[src/rtl/msft_dvip_clken_gen.sv]
// msft_dvip_clken_gen: run-time programmable clock-enable generator.
// NUM_CH phase-aligned enable trains from sysClk_i, one divisor each.
//
// Ports:
//   sysClk_i    system clock (only clock)
//   RESET_i     synchronous active-high reset
//   cfgValid_i  config request
//   cfgReady_o  config accept, high while locked
//   cfgCh_i     target channel
//   cfgDiv_i    new divisor (0 stops the channel)
//   cfgErr_o    one-cycle pulse: accepted request hit a bad channel
//   chEnable_i  per-channel output gate (combinational mask)
//   clkEn_o     per-channel enable pulses
//   locked_o    enables valid and phase-aligned
module msft_dvip_clken_gen #(
  parameter int NUM_CH      = 4,
  parameter int DIV_W       = 8,
  parameter int DEFAULT_DIV = 5,
  parameter int LOCK_CYCLES = 16,
  parameter int CH_W        = (NUM_CH > 1) ? $clog2(NUM_CH) : 1
) (
  input  logic              sysClk_i,
  input  logic              RESET_i,
  input  logic              cfgValid_i,
  output logic              cfgReady_o,
  input  logic [CH_W-1:0]   cfgCh_i,
  input  logic [DIV_W-1:0]  cfgDiv_i,
  output logic              cfgErr_o,
  input  logic [NUM_CH-1:0] chEnable_i,
  output logic [NUM_CH-1:0] clkEn_o,
  output logic              locked_o
);

  localparam int LC_W = $clog2(LOCK_CYCLES + 1);

  localparam logic [LC_W-1:0] LOCK_LAST =
    LC_W'(LOCK_CYCLES - 1);
  localparam logic [LC_W-1:0] LC_ONE = LC_W'(1);

  localparam logic [DIV_W-1:0] DIV_RST = DIV_W'(DEFAULT_DIV);
  localparam logic [DIV_W-1:0] DIV_ONE = DIV_W'(1);

  localparam logic [CH_W:0] NUM_CH_C = (CH_W + 1)'(NUM_CH);

  localparam logic [0:0] ST_WAIT   = 1'b0;
  localparam logic [0:0] ST_LOCKED = 1'b1;

  logic [0:0]      state_q;
  logic [0:0]      state_d;
  logic [LC_W-1:0] lockCnt_q;
  logic [LC_W-1:0] lockCnt_d;
  logic            cfgErr_q;
  logic            cfgErr_d;

  logic [NUM_CH-1:0][DIV_W-1:0] div_q;
  logic [NUM_CH-1:0][DIV_W-1:0] div_d;
  logic [NUM_CH-1:0][DIV_W-1:0] cnt_q;
  logic [NUM_CH-1:0][DIV_W-1:0] cnt_d;
  logic [NUM_CH-1:0][DIV_W-1:0] divM1;
  logic [NUM_CH-1:0]            hit;

  logic locked;
  logic xfer;
  logic chOk;
  logic relock;

  assign locked = (state_q == ST_LOCKED);
  assign xfer   = cfgValid_i && locked;
  assign chOk   = ({1'b0, cfgCh_i} < NUM_CH_C);
  assign relock = xfer && chOk;

  always_comb begin
    state_d   = state_q;
    lockCnt_d = lockCnt_q;
    cfgErr_d  = 1'b0;
    unique case (state_q)
      ST_WAIT: begin
        if (lockCnt_q == LOCK_LAST) begin
          state_d   = ST_LOCKED;
          lockCnt_d = '0;
        end else begin
          lockCnt_d = lockCnt_q + LC_ONE;
        end
      end
      ST_LOCKED: begin
        if (relock) begin
          state_d   = ST_WAIT;
          lockCnt_d = '0;
        end else if (xfer) begin
          cfgErr_d = 1'b1;
        end
      end
    endcase
  end

  always_comb begin
    div_d = div_q;
    for (int i = 0; i < NUM_CH; i++) begin
      if (relock && cfgCh_i == CH_W'(i)) begin
        div_d[i] = cfgDiv_i;
      end
    end
  end

  // Counters sit at 0 outside LOCKED so every channel
  // restarts from a common epoch after each relock.
  always_comb begin
    for (int i = 0; i < NUM_CH; i++) begin
      divM1[i] = div_q[i] - DIV_ONE;
      hit[i]   = (div_q[i] != '0) && (cnt_q[i] == divM1[i]);
      if (!locked || relock) begin
        cnt_d[i] = '0;
      end else if (div_q[i] == '0 || hit[i]) begin
        cnt_d[i] = '0;
      end else begin
        cnt_d[i] = cnt_q[i] + DIV_ONE;
      end
    end
  end

  always_ff @(posedge sysClk_i) begin
    if (RESET_i) begin
      state_q   <= ST_WAIT;
      lockCnt_q <= '0;
      cfgErr_q  <= 1'b0;
      div_q     <= {NUM_CH{DIV_RST}};
      cnt_q     <= '0;
    end else begin
      state_q   <= state_d;
      lockCnt_q <= lockCnt_d;
      cfgErr_q  <= cfgErr_d;
      div_q     <= div_d;
      cnt_q     <= cnt_d;
    end
  end

  // Gate is combinational so chEnable_i masks in the same cycle
  // while the counters keep their phase.
  assign clkEn_o    = locked ? (chEnable_i & hit) : '0;
  assign locked_o   = locked;
  assign cfgReady_o = locked;
  assign cfgErr_o   = cfgErr_q;

endmodule

[config.mk]
export PLATFORM = sky130hd
export DESIGN_NAME = msft_dvip_clken_gen
export DESIGN_NICKNAME = d
export VERILOG_FILES = /design/src/rtl/msft_dvip_clken_gen.sv
export SDC_FILE = /design/constraint.sdc
export NUM_CORES = 1
export LEC_CHECK = 0
export BUFFER_PORTS_ARGS = -buffer_cell sky130_fd_sc_hd__buf_2
export CAP_MARGIN = 20
export CORE_MARGIN = 2
export CORE_UTILIZATION = 30
export CTS_CLUSTER_SIZE = 28
export DETAILED_ROUTE_END_ITERATION = 8
export GPL_TIMING_DRIVEN = 0
export PLACE_DENSITY = 0.45
export SYNTH_ARGS = -nofsm -noshare
export SYNTH_HDL_FRONTEND = slang
export SYNTH_SLANG_ARGS = --single-unit
[constraint.sdc]
create_clock -name sysClk_i -period 2.63 [get_ports sysClk_i]
set_clock_uncertainty 0.1 [all_clocks]
set_input_delay 0.3945 -clock sysClk_i [delete_from_list [all_inputs] [get_ports sysClk_i]]
set_output_delay 0.3945 -clock sysClk_i [all_outputs]
set_load 0.05 [all_outputs]
==> results.toml <==
[power]
total_power_mw = 2.35
power_frac_comb = 0.022
p_leak_nw = 1.72
power.share.clock = 0.525
max-vdd-ir-drop_mv = 0.199
power.internal_mw = 1.85
sequentialPowerShare = 0.453
cellPowerDensity_nw_per_um2 = 501
p_sw_mw = 0.509
swShare = 0.216

[floorplanning]
core_um2 = 12000
ioPinCount = 24
die_y_um = 115
start_util = 0.307
die_area_um2 = 13200
die_w_um = 115
rows = 40

[placement]
numPortBuffers = 22
dp_hpwl_um = 6350
place_congestion = 0.749
dpl_cell_area_um2 = 4040

[global_route]
grt_pass1_wl_um = 15600
grt_pass1_vias = 3115
antenna_found_initial = 0
grt_overflow = 0
grt_usage = 0.151
grt_max_degree = 13

[synthesis]
syn_area_um2 = 3680
yosysWarnings = 0
seq_area_frac_synth = 0.380
yosysTopAreaCell = "dfxtp_1"
synth_top_area_share = 0.380
yosys.area_share.adder = 0.0306
synth_cells = 440
synth_edf_count = 0
synth_cell_type_count = 41
synth-compound-area-share = 0.0995
synthArstFlopShare = 0
synth-simple-area-share = 0.278
syn_avg_cell_area_um2 = 8.37
ys_ff_latch = 70
synth_nets = 466
synth_top_family_by_area = "simple AND/OR/NAND/NOR gates"
synthMuxAreaShare = 0.0217
synth_xor_area_frac = 0.157
synth_area_leaders = "dfxtp_1 (38%), xor2_1 (8.1%), xnor2_1 (7.6%), nand2_1 (6.5%), nor3_1 (4.2%)"
ys.flop_type = "dfxtp_1"

[timing]
hold_viol = 0
finalSetupViolCount = 1
setup_tns_ps = -335
min_period_ps = 2960
post-route-period-util = 1.13
worst_slew_pin_slew_ps = 1040
finalMaxSlewViolations = 0
maxSlewHeadroom = 0.300
fin_hold_ws_ps = 235
rsz0062_at_grt = "true"
clock.fmax_ghz = 0.337
fin_ws_ps = -335

[finish]
layout_common_cells = "nand2_1 (64), dfxtp_1 (54), xnor2_1 (32), xor2_1 (32), nor2_1 (31)"
n_fill_cell = 1262
final_cell_area_um2 = 4700
postLayoutCoreUtil = 0.391
antenna_cells = 0
drive_gt1_frac = 0.237
nets = 510
layout_commonest_cell = "nand2_1"
syn_to_final_growth_pct = 27.5

[detailed_routing]
routed_wl_um = 9190
drtAntennaViolNets = 0
drt-initial-drc-count = 162
drc = 0
wire_per_inst_um = 14.4
via_per_inst = 4.91
drt_pass1_iterations = 4
num_vias = 3124

[critical_path]
required_ps = 2140
path_buf_inv = 1
cp_common_cell = "or3_4"
path_class = "reg2out"
endpoint_kind = "output pin"
crit_path_top_delay_cell = "or3_4"
path_delay_family = "simple AND/OR/NAND/NOR gates"
cp_data_arrival_time_ps = 2470
start_kind = "register"
cpPeakStageDelay_ps = 390
worstPathMaxFanout = 4
cp_cell_sequence = "or3_4, or3_4, a2111oi_4, nor4b_4, and4_4, buf_8"

[clocking]
cts_tree = "done"
htreeDepth = 3
clockBufferDepth = 2
postCtsHoldBufs = 0
root_buffer = "clkbuf_16"
worstSkewPairLatency_ps = 330
cts_buffers = 9
clkSlewWorstSetupHoldPaths_ps = 60
clock_sinks = 70

[flow_run]
drv_cap = 0

[status]
outcome = "complete, but fails checks"
violations = "setup timing"

[worst_hold_path]
hold_class = "in2reg"
-- through the flow --
step                      setup WS [ps]  cells
final                              -335    636
after global routing               -434    636
after CTS                          -350    635
after detailed placement           -467    609
after global placement             -425    609
after floorplan                   -12.9    440
-- synth_stat cells (5+ instances only) --
cell type  instances
dfxtp_1           70
nand2_1           64
xor2_1            34
nor2_1            33
xnor2_1           32
nor3_1            31
nand3_1           28
a21oi_1           23
clkbuf_1          15
inv_1             11
and3_1             9
ha_1               9
mux2i_1            8
and4_1             7
nor3b_1            6
a41oi_1            5
or3_1              5
-- final cells by class --
| cell class | instances | area [um2] | area share |
|---|---|---|---|
| well taps | 147 | 184 | 0.0392 |
| clock inverters | 4 | 55.1 | 0.0117 |
| repair buffers | 38 | 270 | 0.0575 |
| plain buffers | 13 | 67.6 | 0.0144 |
| flip-flops and latches | 70 | 1430 | 0.304 |
| clock buffers | 12 | 246 | 0.0525 |
| multi-input cells | 341 | 2410 | 0.512 |
| inverters | 11 | 41.3 | 0.00879 |
-- worst reg2reg max path, cell delays in order, from the launching register on --
cell,delay (ps)
dfxtp_2,340
or3_4,390
or3_4,380
a2111oi_4,310
nor4b_4,290
buf_4,160
buf_4,140
nor3b_1,50
-- registers in the layout, summed over array words and instances, names as in the netlist --
signal and flops:
lockCnt_q 5, cfgReady_o 1, cnt_q 32, div_q 32
-- routing by layer --
metal / share of wire / up-vias / global-route usage
met1: 0.50 / 1461 / 0.200
met3: 0.022 / 6 / 0.0242
met5: 0 / - / 0
met4: 0.011 / 0 / 0.0651
li1: - / 1631 / -
met2: 0.47 / 26 / 0.245
-- power groups by stage --
stage	Clock (mW)	Sequential (mW)	Combinational [mW]
2_1_floorplan	0	1.09	0.0214
3_5_place_dp	0	1.09	0.0531
5_1_grt	1.32	1.07	0.0579
3_3_place_gp	0	1.09	0.0527
6_report	1.24	1.07	0.0518
4_1_cts	1.28	1.07	0.0533
-- cell families after synthesis --
group	Yosys count
compound gates	53
simple gates	204
other cells	1
mux	8
flops	70
fa+ha+maj	9
xor+xnor	66
buf+inv	29
-- path summary, 6_finish.rpt --
check | endpoint | cells after the start | slack [ps] | start
setup / recovery | clkEn_o[2] | 6 | -330 | div_q[20]
hold / removal | div_q[11] | 3 | 240 | cfgDiv_i[3]
setup reg to reg | cnt_q[16] | 7 | 340 | div_q[20]
hold reg to reg | div_q[31] | 2 | 390 | div_q[31]
-- repair_timing --
item	CTS	global route
pin swaps	14	12
setup buffers	14	2
setup endpoints to repair	4	4
gates resized for setup	47	16
(Power assumes the default switching activity.)
